<file path="src/rtl/pa_perips_uart_tx_if.sv">
// Byte-write port of the UART transmitter: write strobe and data in,
// FIFO status (full, empty, occupancy) back to the bus side.
interface pa_perips_uart_tx_if #(
    parameter int FIFO_DEPTH = 8
) ();
    logic                          wr_en_i;
    logic [7:0]                    wr_data_i;
    logic                          full_o;
    logic                          empty_o;
    logic [$clog2(FIFO_DEPTH):0]   count_o;

    modport master (
        output wr_en_i,
        output wr_data_i,
        input  full_o,
        input  empty_o,
        input  count_o
    );

    modport slave (
        input  wr_en_i,
        input  wr_data_i,
        output full_o,
        output empty_o,
        output count_o
    );
endinterface

</file>
<file path="src/rtl/pa_perips_uart_tx.sv">
// UART transmitter: byte FIFO feeding an 8N1 serialiser with a programmable
// bit period; txd and all status outputs come straight from flops.
module pa_perips_uart_tx #(
    parameter int FIFO_DEPTH = 8,
    parameter int DIV_WIDTH  = 16
) (
    input  logic                  clk_i,
    input  logic                  rst_i,
    pa_perips_uart_tx_if.slave    wr_bus,
    input  logic [DIV_WIDTH-1:0]  div_i,
    output logic                  busy_o,
    output logic                  txd
);

    localparam int PTR_W = $clog2(FIFO_DEPTH);
    localparam int CNT_W = PTR_W + 1;

    localparam logic [1:0] ST_IDLE  = 2'd0;
    localparam logic [1:0] ST_START = 2'd1;
    localparam logic [1:0] ST_DATA  = 2'd2;
    localparam logic [1:0] ST_STOP  = 2'd3;

    localparam logic [DIV_WIDTH-1:0] DIV_ONE   = DIV_WIDTH'(1);
    localparam logic [DIV_WIDTH-1:0] DIV_TWO   = DIV_WIDTH'(2);
    localparam logic [DIV_WIDTH-1:0] DIV_ZERO  = DIV_WIDTH'(0);
    localparam logic [CNT_W-1:0]     CNT_ONE   = CNT_W'(1);
    localparam logic [CNT_W-1:0]     CNT_FULL  = CNT_W'(FIFO_DEPTH);
    localparam logic [CNT_W-1:0]     CNT_ZERO  = CNT_W'(0);
    localparam logic [PTR_W-1:0]     PTR_ONE   = PTR_W'(1);
    localparam logic [PTR_W-1:0]     PTR_ZERO  = PTR_W'(0);

    // FIFO storage and bookkeeping
    logic [7:0]           mem_r [FIFO_DEPTH];
    logic [PTR_W-1:0]     wr_ptr_r;
    logic [PTR_W-1:0]     rd_ptr_r;
    logic [CNT_W-1:0]     count_r;
    logic                 full_r;
    logic                 empty_r;

    // Serialiser state
    logic [1:0]           state_r;
    logic [7:0]           shift_r;
    logic [DIV_WIDTH-1:0] div_q_r;
    logic [DIV_WIDTH-1:0] cyc_r;
    logic [2:0]           bit_idx_r;
    logic                 txd_r;
    logic                 busy_r;

    // Next-state values
    logic                 push_s;
    logic                 pop_s;
    logic                 bit_end_s;
    logic [DIV_WIDTH-1:0] div_eff_s;
    logic [1:0]           state_next_s;
    logic [7:0]           shift_next_s;
    logic [DIV_WIDTH-1:0] div_q_next_s;
    logic [DIV_WIDTH-1:0] cyc_next_s;
    logic [2:0]           bit_idx_next_s;
    logic                 txd_next_s;
    logic [CNT_W-1:0]     count_next_s;

    assign push_s    = wr_bus.wr_en_i & ~full_r;
    assign div_eff_s = (div_i < DIV_TWO) ? DIV_TWO : div_i;
    assign bit_end_s = (cyc_r == (div_q_r - DIV_ONE));

    // Frame sequencing: decides pops, bit advance and the next txd level
    always_comb begin
        state_next_s   = state_r;
        shift_next_s   = shift_r;
        div_q_next_s   = div_q_r;
        cyc_next_s     = cyc_r;
        bit_idx_next_s = bit_idx_r;
        pop_s          = 1'b0;
        case (state_r)
            ST_IDLE: begin
                if (!empty_r) begin
                    pop_s          = 1'b1;
                    shift_next_s   = mem_r[rd_ptr_r];
                    div_q_next_s   = div_eff_s;
                    cyc_next_s     = DIV_ZERO;
                    bit_idx_next_s = 3'd0;
                    state_next_s   = ST_START;
                end else begin
                    state_next_s   = ST_IDLE;
                end
            end
            ST_START: begin
                if (bit_end_s) begin
                    cyc_next_s   = DIV_ZERO;
                    state_next_s = ST_DATA;
                end else begin
                    cyc_next_s   = cyc_r + DIV_ONE;
                end
            end
            ST_DATA: begin
                if (bit_end_s) begin
                    cyc_next_s   = DIV_ZERO;
                    shift_next_s = {1'b0, shift_r[7:1]};
                    if (bit_idx_r == 3'd7) begin
                        bit_idx_next_s = 3'd0;
                        state_next_s   = ST_STOP;
                    end else begin
                        bit_idx_next_s = bit_idx_r + 3'd1;
                    end
                end else begin
                    cyc_next_s   = cyc_r + DIV_ONE;
                end
            end
            ST_STOP: begin
                if (bit_end_s) begin
                    cyc_next_s = DIV_ZERO;
                    // Back-to-back: the next start bit follows the stop bit directly
                    if (!empty_r) begin
                        pop_s          = 1'b1;
                        shift_next_s   = mem_r[rd_ptr_r];
                        div_q_next_s   = div_eff_s;
                        bit_idx_next_s = 3'd0;
                        state_next_s   = ST_START;
                    end else begin
                        state_next_s   = ST_IDLE;
                    end
                end else begin
                    cyc_next_s = cyc_r + DIV_ONE;
                end
            end
            default: begin
                state_next_s = ST_IDLE;
            end
        endcase
    end

    // txd level implied by the state being entered
    always_comb begin
        txd_next_s = 1'b1;
        case (state_next_s)
            ST_START: txd_next_s = 1'b0;
            ST_DATA:  txd_next_s = shift_next_s[0];
            default:  txd_next_s = 1'b1;
        endcase
    end

    // Occupancy update; a full FIFO refuses writes even while popping
    always_comb begin
        count_next_s = count_r;
        case ({push_s, pop_s})
            2'b10:   count_next_s = count_r + CNT_ONE;
            2'b01:   count_next_s = count_r - CNT_ONE;
            default: count_next_s = count_r;
        endcase
    end

    // FIFO data array; contents need no reset since pointers gate validity
    always_ff @(posedge clk_i) begin
        if (push_s) begin
            mem_r[wr_ptr_r] <= wr_bus.wr_data_i;
        end
    end

    // FIFO pointers and registered status
    always_ff @(posedge clk_i) begin
        if (rst_i) begin
            wr_ptr_r <= PTR_ZERO;
            rd_ptr_r <= PTR_ZERO;
            count_r  <= CNT_ZERO;
            full_r   <= 1'b0;
            empty_r  <= 1'b1;
        end else begin
            if (push_s) begin
                wr_ptr_r <= wr_ptr_r + PTR_ONE;
            end
            if (pop_s) begin
                rd_ptr_r <= rd_ptr_r + PTR_ONE;
            end
            count_r <= count_next_s;
            full_r  <= (count_next_s == CNT_FULL);
            empty_r <= (count_next_s == CNT_ZERO);
        end
    end

    // Serialiser registers, including the txd and busy output flops
    always_ff @(posedge clk_i) begin
        if (rst_i) begin
            state_r   <= ST_IDLE;
            shift_r   <= 8'h00;
            div_q_r   <= DIV_TWO;
            cyc_r     <= DIV_ZERO;
            bit_idx_r <= 3'd0;
            txd_r     <= 1'b1;
            busy_r    <= 1'b0;
        end else begin
            state_r   <= state_next_s;
            shift_r   <= shift_next_s;
            div_q_r   <= div_q_next_s;
            cyc_r     <= cyc_next_s;
            bit_idx_r <= bit_idx_next_s;
            txd_r     <= txd_next_s;
            busy_r    <= (state_next_s != ST_IDLE);
        end
    end

    assign txd            = txd_r;
    assign busy_o         = busy_r;
    assign wr_bus.full_o  = full_r;
    assign wr_bus.empty_o = empty_r;
    assign wr_bus.count_o = count_r;

endmodule
</file>
<file path="src/flat_wrapper.sv">
// flat-port wrapper written by rule: the top's interface ports become plain ports
module pa_perips_uart_tx_flat 
#(
    parameter int FIFO_DEPTH = 8,
    parameter int DIV_WIDTH  = 16
)
  (clk_i, rst_i, div_i, busy_o, txd, wr_bus_wr_en_i, wr_bus_wr_data_i, wr_bus_full_o, wr_bus_empty_o, wr_bus_count_o);
  pa_perips_uart_tx_if #(.FIFO_DEPTH(FIFO_DEPTH)) wr_bus_i ();
  input  logic clk_i;
  input  logic rst_i;
  input  logic [DIV_WIDTH-1:0] div_i;
  output logic busy_o;
  output logic txd;
  input wire logic [$bits(wr_bus_i.wr_en_i)-1:0] wr_bus_wr_en_i;
  input wire logic [$bits(wr_bus_i.wr_data_i)-1:0] wr_bus_wr_data_i;
  output wire logic [$bits(wr_bus_i.full_o)-1:0] wr_bus_full_o;
  output wire logic [$bits(wr_bus_i.empty_o)-1:0] wr_bus_empty_o;
  output wire logic [$bits(wr_bus_i.count_o)-1:0] wr_bus_count_o;
  assign wr_bus_i.wr_en_i = wr_bus_wr_en_i;
  assign wr_bus_i.wr_data_i = wr_bus_wr_data_i;
  assign wr_bus_full_o = wr_bus_i.full_o;
  assign wr_bus_empty_o = wr_bus_i.empty_o;
  assign wr_bus_count_o = wr_bus_i.count_o;
  pa_perips_uart_tx #(.FIFO_DEPTH(FIFO_DEPTH), .DIV_WIDTH(DIV_WIDTH)) u_core (.clk_i(clk_i), .rst_i(rst_i), .wr_bus(wr_bus_i), .div_i(div_i), .busy_o(busy_o), .txd(txd));
endmodule
</file>
<file path="config.mk">
export PLATFORM = sky130hd
export DESIGN_NAME = pa_perips_uart_tx_flat
export DESIGN_NICKNAME = d
export VERILOG_FILES = /design/src/rtl/pa_perips_uart_tx_if.sv /design/src/rtl/pa_perips_uart_tx.sv /design/src/flat_wrapper.sv
export SDC_FILE = /design/constraint.sdc
export NUM_CORES = 1
export LEC_CHECK = 0
export ABC_CLOCK_PERIOD_IN_PS = 3600
export CAP_MARGIN = 5
export CORE_ASPECT_RATIO = 0.7
export CORE_UTILIZATION = 30
export DETAILED_ROUTE_END_ITERATION = 8
export PLACE_DENSITY = 0.5
export SLEW_MARGIN = 20
export SYNTH_ARGS = -nofsm -noshare
export SYNTH_HDL_FRONTEND = slang
export SYNTH_SLANG_ARGS = --single-unit
</file>
<file path="constraint.sdc">
create_clock -name clk_i -period 3.6 [get_ports clk_i]
set_input_delay 0.9 -clock clk_i [delete_from_list [all_inputs] [get_ports clk_i]]
set_output_delay 0.9 -clock clk_i [all_outputs]
set_load 0.01 [all_outputs]
</file>
; Word-level counts from Yosys, hierarchy flattened
; Memories as Yosys holds them, arrays and structs flattened. A register that Yosys moved wholly into a read port is not among the register bits.
; Cells that the tools add are included.
[word_totals]
ram_bits = 64
in_bits = 27
out_inout_bits = 8
wordCells = 76
n_memories = 1
reg_bits = 59
[mem_list]
columns = name, depth, word_bits, read_ports, rd_clocked_by_memory_dff, write_ports, line
row1 = u_core.mem_r, 8, 8, 1, 1, 1, pa_perips_uart_tx.sv:33  ; logic [7:0] mem_r [FIFO_DEPTH];
[classes]
add_sub_neg = 7
n_lt_le_gt_ge = 1
n_mux = 31
n_bitwise = 2
n_reduce_logical = 8
eq_ne = 13
[op_table]
columns = op, n
row1 = 2-to-1 mux 16 bit, 5
row2 = one-hot mux 16 bit (2 select lines), 2
row3 = 2-to-1 mux 8 bit, 3
row4 = one-hot mux 8 bit (3 select lines), 1
row5 = 2-to-1 mux 3 bit, 6
row6 = "adder 16 x 1 -> 16 bit, second input constant", 1
row7 = equality test 16 bit, 1
row8 = "< comparator 16 x 2 -> 1 bit, second input constant", 1
row9 = "subtractor 16 x 1 -> 16 bit, second input constant", 1
row10 = "adder 3 x 1 -> 3 bit, second input constant", 3
row11 = one-hot mux 3 bit (3 select lines), 1
row12 = "equality test 2 bit, second input constant", 4
row13 = 2-to-1 mux 2 bit, 4
row14 = one-hot mux 2 bit (4 select lines), 1
row15 = one-hot mux 4 bit (2 select lines), 1
row16 = "equality test 2 x 1 -> 1 bit, second input constant", 3
row17 = 2-to-1 mux 1 bit, 5
row18 = "adder 4 x 1 -> 4 bit, second input constant", 1
row19 = "equality test 4 bit, second input constant", 1
row20 = logical NOT 4 bit, 1
row21 = "!= test 2 x 1 -> 1 bit, second input constant", 2
row22 = one-hot mux 1 bit (2 select lines), 2
row23 = nonzero test 2 bit, 2
row24 = "subtractor 4 x 1 -> 4 bit, second input constant", 1
row25 = 9 further kinds, 9

; Logic depth before layout (Yosys ltp)
; Gate-level depths: netlist (run 1).
[depth]
word_depth = 7
ltp_mapped = 15
ltp_nobuf = 15

; Worst setup path after synthesis (run 1)
; Ideal clock, no wire load.
[synth_timing]
path_kind = reg2reg
from = register u_core.div_q_r[0]
to = register u_core.empty_r (netlist: u_core.wr_bus.empty_o)
t_arrival_ps = 3886
setup_time_ps = 114
path_stages_with_launch = 16
t_required_ps = 3486
setup_slack_ps = -400
path_buffers = 0
period_less_slack_ps = 4000
path_cell_list = dfxtp_1 -> inv_1 -> ha_1 -> or4b_4 -> nor4_1 -> xnor2_1 -> nand4_2 -> nor4b_4 -> a21oi_1 -> nor3_2 -> ha_1 -> a21o_1 -> and3b_4 -> or4_4 -> o211a_1 -> a21o_1
[synth_via]
elab_chain_cells = 7
elab_cells_between_ends = 8
classes_between = add/sub (1) / eq/ne (3) / mux (3) / reduce/logical (1)
[synth_lines]
columns = element, line
row1 = from (decl), pa_perips_uart_tx.sv:43  ; logic [DIV_WIDTH-1:0] div_q_r;
row2 = from (signal assigned), pa_perips_uart_tx.sv:193  ; div_q_r <= div_q_next_s;
row3 = subtractor 16 x 1 -> 16 bit (*), pa_perips_uart_tx.sv:64  ; assign bit_end_s = (cyc_r == (div_q_r - DIV_ONE));
row4 = equality test 16 bit (*), pa_perips_uart_tx.sv:64
row5 = 2-to-1 mux 1 bit (*), pa_perips_uart_tx.sv:110  ; if (bit_end_s) begin
row6 = one-hot mux 1 bit (2 select lines) (*), pa_perips_uart_tx.sv:74  ; case (state_r)
row7 = equality test 2 x 1 -> 1 bit or equality test 2 bit (tied branches), pa_perips_uart_tx.sv:145  ; case ({push_s, pop_s})
row8 = one-hot mux 4 bit (2 select lines) (*), pa_perips_uart_tx.sv:145
row9 = logical NOT 4 bit (*), pa_perips_uart_tx.sv:176  ; empty_r <= (count_next_s == CNT_ZERO);
row10 = to (signal assigned), pa_perips_uart_tx.sv:176
row11 = to (decl), pa_perips_uart_tx.sv:38  ; logic empty_r;
; Mark *: on every way between the ends. The rest lies on a longest branch, timed or not.
; A chain may end at the register's enable or synchronous reset.

; Final worst setup path (run 1)
[layout_timing]
from = register u_core.div_q_r[1]
to = register u_core.full_r (netlist: u_core.wr_bus.full_o)
[layout_via]
elab_chain_cells = 7
elab_cells_between_ends = 8
classes_between = add/sub (1) / eq/ne (4) / mux (3)
[layout_lines]
columns = element, line
row1 = subtractor 16 x 1 -> 16 bit (*), pa_perips_uart_tx.sv:64
row2 = equality test 16 bit (*), pa_perips_uart_tx.sv:64
row3 = 2-to-1 mux 1 bit (*), pa_perips_uart_tx.sv:110
row4 = one-hot mux 1 bit (2 select lines) (*), pa_perips_uart_tx.sv:74
row5 = equality test 2 x 1 -> 1 bit or equality test 2 bit (tied branches), pa_perips_uart_tx.sv:145
row6 = one-hot mux 4 bit (2 select lines) (*), pa_perips_uart_tx.sv:145
row7 = equality test 4 bit (*), pa_perips_uart_tx.sv:175  ; full_r <= (count_next_s == CNT_FULL);
row8 = to (signal assigned), pa_perips_uart_tx.sv:175
row9 = to (decl), pa_perips_uart_tx.sv:37  ; logic full_r;
; Marks and branches as above.

==> reports/results.ini, run 1 <==
[outcome]
status=finished, violations left
violations=negative setup slack

[place]
port_buffers=34
globalplace.congestion=0.857
pre_cts_ws_ns=-0.179
place_hpwl_um=9820
postPlaceCellArea_um2=6880

[synthesis]
yosysSeqAreaShare=0.527
synth_seq_cells=126
synth_cell_type_count=64
syn_avg_cell_area_um2=11.3
syn_area_um2=6000
synth_nets=569
synth_ff_type=edfxtp_1
synth_edf_count=64
yosysWarnings=0
synthArstFlopShare=0
synth_cells=530

[detailed_routing]
first_pass_iters=4
wl_per_cell_um=16.3
drtAntennaViolNets=0
drc=0
num_vias=4392
drt-total-wl_um=14300
drtIter0Drc=257
viasPerCell=5.01

[timing]
max_freq_mhz=268
max-slew-margin-rel=0.429
min_period_over_period=1.04
worst_pin_slew_ns=0.857
layout_setup_ws_ns=-0.127
rsz0062_at_grt=yes
setup_viol=2
finalHoldViolCount=0
layout_min_cycle_time_ns=3.73
holdWs_ns=0.464
finClkSkew_ns=0.0109
drv_slew=0

[cells_and_area]
fin_area_um2=7570
area.growth.synth_to_final_pct=26.1
drive_gt1_frac=0.202
final_common_cell=nor2_1
final_cell_mix=nor2_1, edfxtp_1, dfxtp_1, buf_4, clkdlybuf4s50_1
fillCellCount=1887
diodes=0
fin_nets=639

[power]
p_per_area_nw_per_um2=711
swShare=0.326
pwr-share-seq=0.341
irDropWorstVdd_mv=0.423
p_int_uw=3630
leakage_uw=0.00274
p_comb_frac=0.337
p_sw_uw=1750
clockPowerShare=0.323

[min_path]
hp-class=flop to flop

[critical_path]
arrival_ns=3.99
cp.required_ns=3.86
worstPathMaxFanout=5
start_kind=flop
path_class=flop to flop
cp-end-kind=flop

[die]
fp.dieH_um=120
design.core.area_um2=19200
ios=35
start_util=0.312
die_w_um=171
rows=42
die-area_um2=20600

[cts]
cts_buffers=17
tritoncts=yes
cts.clk_slew.worst_paths_ns=0.06
clock-sinks=126
htreeDepth=4
worstSkewPairLatency_ns=0.42
root_buffer=clkbuf_16
cts.path.max_buffers=2

[global_routing]
grt_start_max_net_pins=45
antenna_found_initial=0
grt_pass1_wl_um=22900
overflow=0
track_usage=0.148
grt_pass1_vias=4249

[job]
max_cap_viol_count=0

[cell type report]
class | count | area [µm²] | share of cell area
inverter | 10 | 37.5 | 0.00496
tap | 264 | 330 | 0.0436
clock buffer | 19 | 433 | 0.0572
clock inverter | 13 | 168 | 0.0221
sequential | 126 | 3170 | 0.418
multi-input combinational | 367 | 2770 | 0.366
timing repair buffer | 78 | 666 | 0.0879
[stage by stage]
step / instances / utilization / setup TNS, ns / total power (µW)
3_5_place_dp: 840 / 0.358 / -0.398 / 3590
2_1_floorplan: 530 / - / -0.713 / 3030
4_1_cts: 877 / 0.393 / -0.179 / 5410
6_report: 877 / 0.394 / -0.219 / 5380
3_3_place_gp: 840 / 0.358 / -0.304 / 3550
5_1_grt: 877 / 0.394 / -0.839 / 5690
[timing repair]
| action | 4_1_cts | 5_1_grt |
|---|---|---|
| setup endpoints to repair | 4 | 10 |
| hold buffers | 0 | 0 |
| setup buffers | 5 | 0 |
| hold endpoints to repair | 0 | 0 |
| gates resized for setup | 8 | 2 |
| pin swaps | 11 | 2 |
[metal layers]
layer	part of all wire	global-route usage	vias to the layer above
li1	-	-	2109
met1	0.53	0.223	2183
met2	0.41	0.203	89
met3	0.048	0.0380	11
met4	0.011	0.0441	0
met5	0	0	-
[critical path, stage by stage (launching register included)]
cell and delay, ns:
dfxtp_2 0.32, inv_2 0.07, ha_4 0.13, or4b_4 0.51, nand4bb_4 0.26, xnor2_4 0.24
nand4_4 0.15, or4_4 0.46, nand2_2 0.10, xor2_1 0.07, ha_1 0.18, a21o_1 0.16
a21boi_1 0.14, or4_4 0.49, o211a_1 0.13, nor3b_1 0.14
[power groups by stage]
| stage | registers, µW | clock network, µW | logic, µW |
|---|---|---|---|
| 2_1_floorplan | 1820 | 0 | 1210 |
| 3_3_place_gp | 1860 | 0 | 1700 |
| 3_5_place_dp | 1860 | 0 | 1730 |
| 4_1_cts | 1840 | 1770 | 1810 |
| 5_1_grt | 1860 | 1840 | 1990 |
| 6_report | 1830 | 1740 | 1810 |
[path summary, 6_finish.rpt]
| check | start | cells past startpoint | endpoint | slack (ns) |
|---|---|---|---|---|
| setup / recovery | u_core.div_q_r[1] | 15 | u_core.wr_bus.full_o | -0.13 |
| hold / removal | u_core.bit_idx_r[2] | 2 | u_core.bit_idx_r[2] | 0.46 |
| setup reg to reg | u_core.div_q_r[1] | 15 | u_core.wr_bus.full_o | -0.13 |
| hold reg to reg | u_core.bit_idx_r[2] | 2 | u_core.bit_idx_r[2] | 0.46 |
[registers in the layout, indices dropped and copies added, names as in the netlist, named ones only]
| register | flops |
|---|---|
| u_core.busy_o | 1 |
| u_core.div_q_r | 16 |
| u_core.txd | 1 |
| u_core.mem_r | 64 |
| u_core.state_r | 2 |
| u_core.wr_bus.full_o | 1 |
| u_core.cyc_r | 16 |
| u_core.bit_idx_r | 3 |
| u_core.wr_bus.empty_o | 1 |
| u_core.shift_r | 8 |
| u_core.wr_ptr_r | 3 |
| u_core.rd_ptr_r | 3 |
| u_core.wr_bus.count_o | 4 |
[Yosys cell counts, types with 3 or more instances]
master    number  area, µm²
or2_2          3       18.8
a22oi_1        6       45.0
o211ai_1       3       22.5
nor2_1        69        259
nor3_1        12       60.1
nor3b_1        9       67.6
ha_1          12        150
o21ai_0       22        110
nand3_1       12       60.1
a21o_1         3       22.5
and3_1        11       68.8
inv_1         10       37.5
dfxtp_1       62       1240
xor2_1        10       87.6
xnor2_1       19        166
buf_1          3       11.3
nand2_1       28        105
or4_4          3       33.8
buf_2          4       20.0
nand3b_1       8       60.1
edfxtp_1      64       1920
a31oi_1        3       18.8
clkbuf_1      20       75.1
mux2i_1       29        290
nor4_1        11       68.8
nor2b_1        5       31.3
a21oi_1       29        145
mux4_2        16        360
[logic make-up (layout without fill, tap and decap cells)]
family                   count (synthesis)  in the layout  synth area share
AO/OA/AOI/OAI                           87             87            0.0917
XOR/XNOR                                30             30            0.0450
adder cells (fa/ha/maj)                 12             12            0.0250
buffers and inverters                   37            120            0.0240
flip-flops                             126            126             0.527
multiplexers                            47             47             0.112
AND/OR/NAND/NOR                        191            191             0.175
No activity file was read; power rests on OpenSTA's default activity.
==> run 2: changes to the inputs <==
ABC_AREA = 1   (was default)
==> reports/results.ini, run 2 <==
[timing]
drv_slew=0
layout_setup_ws_ns=0.593
layout_min_cycle_time_ns=3.01
max-slew-margin-rel=0.423
rsz0062_at_grt=no
setup_viol=0
setup_tns_ns=0
finClkSkew_ns=0.0104
min_period_over_period=0.835
max_freq_mhz=333
finalHoldViolCount=0
worst_pin_slew_ns=0.865

[power]
leakage_uw=0.00282
p_per_area_nw_per_um2=725
irDropWorstVdd_mv=0.277
p_total_uw=5300

[cells_and_area]
final_common_cell=nand2_1
seq_area_um2=3160
largest_reg_flops=64
final_cell_mix=nand2_1, nor2_1, o21ai_0, inv_1, edfxtp_1
fin_nets=823
drive_gt1_frac=0.0791
multiInputGateArea_um2=2550
top_register=u_core.mem_r
diodes=0
reg.largest.list=u_core.mem_r x64, u_core.cyc_r x16, u_core.div_q_r x16
area.growth.synth_to_final_pct=20.3
fillCellCount=2075

[critical_path]
start_kind=flop
cp-end-kind=flop
arrival_ns=3.37
critical_path.endpoint=u_core.wr_bus.empty_o
cp.required_ns=3.96
rrSetupSlack_ns=0.59
worstPathMaxFanout=12
cp-startpoint=u_core.div_q_r[0]
reg2reg_depth=21
path_class=flop to flop
reg2reg_from=u_core.div_q_r[0]
r2r_end=u_core.wr_bus.empty_o

[synthesis]
synth_nets=777
synth_edf_count=64
yosysSeqAreaShare=0.521
syn_avg_cell_area_um2=8.23
synthArstFlopShare=0
synth_cell_type_count=35
synth_top_cell_by_area=edfxtp_1
synth_cells=738
synthTopCellsByCount=nand2_1, nor2_1, o21ai_0
ys_top_cells_by_area=edfxtp_1, dfxtp_1, nand2_1
synth_ff_type=edfxtp_1
synthMostInstantiatedCell=nand2_1
syn_area_um2=6070
yosysTopAreaCellShare=0.316
yosysWarnings=0
synth_seq_cells=126

[cts]
htreeDepth=4
cts.path.max_buffers=2
cts.clk_slew.worst_paths_ns=0.05
tritoncts=yes
root_buffer=clkbuf_16
cts_setup_buffers=0
ctsResizeCount=0
worstSkewPairLatency_ns=0.41
clock-sinks=126
cts_hold_buf=0
cts_buffers=17

[die]
die-area_um2=20800
ios=35
start_util=0.307
fp.dieH_um=121
rows=43
design.core.area_um2=19800
die_w_um=172

[place]
port_buffers=34
place_hpwl_um=10300
pre_cts_ws_ns=0.537
globalplace.congestion=0.787

[detailed_routing]
viasPerCell=4.58
wl_per_cell_um=14.1
drc=0
drtIter0Drc=379
num_vias=4887
first_pass_iters=5
drt-total-wl_um=15000
drtAntennaViolNets=0

[global_routing]
track_usage=0.154
overflow=0
grt_start_max_net_pins=37
grt_pass1_vias=4362
grt_pass1_wl_um=24200
antenna_found_initial=0

[outcome]
status=completed

[min_path]
hp-class=flop to flop

[job]
max_cap_viol_count=0

## run 2: cells by family after synthesis
family,after synthesis,synth area share
and+or+nand+nor,341,0.235
DFF,126,0.521
xor gates and xnor gates,22,0.0317
AOI/OAI and AO/OA,144,0.129
adders and majority gates,12,0.0247
buffers and inverters,93,0.0589
## run 2: power by group
part	internal (µW)	leakage (µW)	switching [µW]
registers	1710	0.00109	176
logic	664	0.00147	1200
clock network	933	0.000264	618
total	3310	0.00282	1990
## run 2: worst min path at each step
stage	startpoint	end	cells past startpoint
after global routing	u_core.shift_r[1]	u_core.shift_r[1]	2
final	u_core.shift_r[1]	u_core.shift_r[1]	2
after CTS	u_core.shift_r[3]	u_core.shift_r[3]	2
after global placement	u_core.shift_r[6]	u_core.shift_r[6]	2
after floorplan	u_core.rd_ptr_r[2]	flop	2
after detailed placement	u_core.shift_r[3]	u_core.shift_r[3]	2
## run 2: cell type report
cell class	instances	share of cell area
sequential	126	0.433
multi-input combinational	519	0.349
timing repair buffer	50	0.0630
clock buffer	18	0.0587
tap	270	0.0462
inverter	70	0.0360
clock inverter	13	0.0139
## run 2: critical path, stage by stage (launching register included)
cell and delay (ns):
dfxtp_1 0.36, inv_2 0.07, ha_1 0.31, nand2_1 0.07, inv_1 0.03, nor2_1 0.07
nand2_1 0.05, nor2_1 0.11, nand2_1 0.06, nor2_1 0.10, nand2_1 0.07, nor2_2 0.15
nand3_2 0.12, nand2_2 0.22, nand2_1 0.10, inv_1 0.19, ha_1 0.32, o21ai_0 0.24
nand4_1 0.15, nand2_1 0.08, nand2_1 0.05, inv_1 0.04
## run 2: stage by stage
| stage | util | instances | hold WS [ns] | cell area, µm² |
|---|---|---|---|---|
| after floorplan | - | 738 | 0.444 | 6070 |
| after global placement | 0.342 | 1035 | 0.455 | 6780 |
| after detailed placement | 0.342 | 1035 | 0.461 | 6780 |
| after CTS | 0.369 | 1066 | 0.469 | 7310 |
| after global routing | 0.369 | 1066 | 0.484 | 7310 |
| final | 0.369 | 1066 | 0.468 | 7310 |
## run 2: per-layer routing
metal,global-route usage,share of wire
met1,0.257,0.58
met2,0.188,0.36
met3,0.0385,0.047
met4,0.0348,0.0057
met5,0,0
==> run 3: changes to the inputs <==
ABC_CLOCK_PERIOD_IN_PS = 3100   (was 3600)
PLACE_DENSITY = 0.49   (was 0.5)
clock period = 3.1 ns   (was 3.6 ns; I/O delays follow)
==> reports/results.ini, run 3 (synthesis gave the netlist of run 2 again) <==
[outcome]
status=completed

[power]
leakage_uw=0.00284
swShare=0.381
p_comb_frac=0.363
p_per_area_nw_per_um2=836
clockPowerShare=0.279
p_sw_uw=2350
pwr-share-seq=0.357
p_int_uw=3810
irDropWorstVdd_mv=0.310

[timing]
max-slew-margin-rel=0.601
drv_slew=0
min_period_over_period=0.903
max_freq_mhz=357
setup_viol=0
worst_pin_slew_ns=0.598
finalHoldViolCount=0
layout_min_cycle_time_ns=2.80
finClkSkew_ns=0.00654

[cts]
htreeDepth=4
cts.clk_slew.worst_paths_ns=0.06
tritoncts=yes
clock-sinks=126
cts_hold_buf=0
worstSkewPairLatency_ns=0.41
cts_buffers=17
root_buffer=clkbuf_16
cts.path.max_buffers=2

[cells_and_area]
fin_nets=831
fin_area_um2=7370
reg.largest.list=u_core.mem_r x64, u_core.cyc_r x16, u_core.div_q_r x16
final_cell_mix=nand2_1, nor2_1, o21ai_0, inv_1, edfxtp_1
diodes=0
area.growth.synth_to_final_pct=21.3
final_common_cell=nand2_1
top_register=u_core.mem_r
final_core_util=0.372
drive_gt1_frac=0.0894
fillCellCount=2066
largest_reg_flops=64

[detailed_routing]
num_vias=4968
first_pass_iters=5
drt-total-wl_um=15100
wl_per_cell_um=14.0
drc=0
drtIter0Drc=394
viasPerCell=4.62
drtAntennaViolNets=0

[global_routing]
grt_use_met3=0.0372
grt_start_max_net_pins=37
grt_pass1_vias=4495
grtUsageMet2=0.193
track_usage=0.155
antenna_found_initial=0
overflow=0
top_usage_layer=met1
gr-usage-met1=0.253
grt_pass1_wl_um=24300

[critical_path]
worstPathMaxFanout=6
slowest_delay_ns=0.32
path_class=flop to flop
cp_cell_sequence=inv_2 -> ha_1 -> nand2_2 -> nor2_4 -> nand2_1 -> nand2_1 -> nand2_1 -> nor2_1 -> nand2_1 -> nor2_4 -> nand3_4 -> nand2_4 -> nand4_1 -> nand2_1 -> inv_1 -> ha_1 -> a21oi_2 -> xor2_1 -> nand2_1 -> nand4_1 -> nand2_1 -> nand2_1 -> inv_1
cp.required_ns=3.41
start_kind=flop
crit_slowest_cell=dfxtp_2
crit_family=simple AND/OR/NAND/NOR gates
crit_buf_inv=3
cp-end-kind=flop
arrival_ns=3.11
cpMostUsedCell=nand2_1

[place]
postPlaceCellArea_um2=6820
place_hpwl_um=10600
port_buffers=34
globalplace.congestion=0.762

[die]
fp.dieH_um=121
ios=35
die_w_um=172
rows=43
design.core.area_um2=19800
die-area_um2=20800
start_util=0.307

[min_path]
hp-class=flop to flop

[job]
max_cap_viol_count=0

-- run 3: final timing paths --
check	cells past startpoint	from	endpoint	slack, ns
hold / removal	2	u_core.shift_r[3]	u_core.shift_r[3]	0.46
hold reg to reg	2	u_core.shift_r[3]	u_core.shift_r[3]	0.46
setup / recovery	23	u_core.div_q_r[0]	u_core.wr_bus.empty_o	0.30
setup reg to reg	23	u_core.div_q_r[0]	u_core.wr_bus.empty_o	0.30
-- run 3: cell type report --
type	count	area [µm²]	share of cell area
sequential	126	3170	0.430
clock buffer	19	433	0.0587
timing repair buffer	58	520	0.0706
inverter	70	263	0.0357
multi-input combinational	519	2570	0.349
tap	270	338	0.0458
clock inverter	13	75.1	0.0102
-- run 3: what timing repair did --
| action | CTS | global route |
|---|---|---|
| gates resized for setup | 0 | 6 |
| hold endpoints to repair | 0 | 0 |
| endpoints found under the setup margin | 0 | 3 |
| setup buffers | 0 | 3 |
-- run 3: per-layer routing --
layer,share of wire,vias to the layer above,wire (µm)
li1,-,2576,-
met1,0.58,2268,8680
met2,0.37,115,5560
met3,0.048,9,719
met4,0.0066,0,99
met5,0,-,0
-- run 3: worst register-to-register path, stage by stage, from the launching register on --
cell	delay (ns)
dfxtp_2	0.32
inv_2	0.08
ha_1	0.23
nand2_2	0.12
nor2_4	0.18
nand2_1	0.07
nand2_1	0.06
nand2_1	0.05
nor2_1	0.08
nand2_1	0.09
nor2_4	0.15
nand3_4	0.10
nand2_4	0.11
nand4_1	0.11
nand2_1	0.11
inv_1	0.05
ha_1	0.19
a21oi_2	0.14
xor2_1	0.16
nand2_1	0.09
nand4_1	0.09
nand2_1	0.06
nand2_1	0.06
inv_1	0.03
-- run 3: through the flow --
stage	setup TNS, ns	cells	setup slack, ns	power (µW)	hold slack [ns]
floorplan	0	738	0.438	3740	0.444
global placement	0	1040	0.271	4440	0.454
detailed placement	0	1040	0.236	4410	0.460
CTS	0	1072	0.221	6170	0.469
global route	-0.0427	1075	-0.0427	6630	0.486
finish	0	1075	0.301	6160	0.464
-- run 3: power groups by stage --
stage	sequential (µW)	combinational (µW)	clock, µW
4_1_cts	2200	2200	1770
3_3_place_gp	2230	2210	0
3_5_place_dp	2230	2190	0
5_1_grt	2230	2570	1840
6_report	2200	2240	1720
2_1_floorplan	2190	1560	0
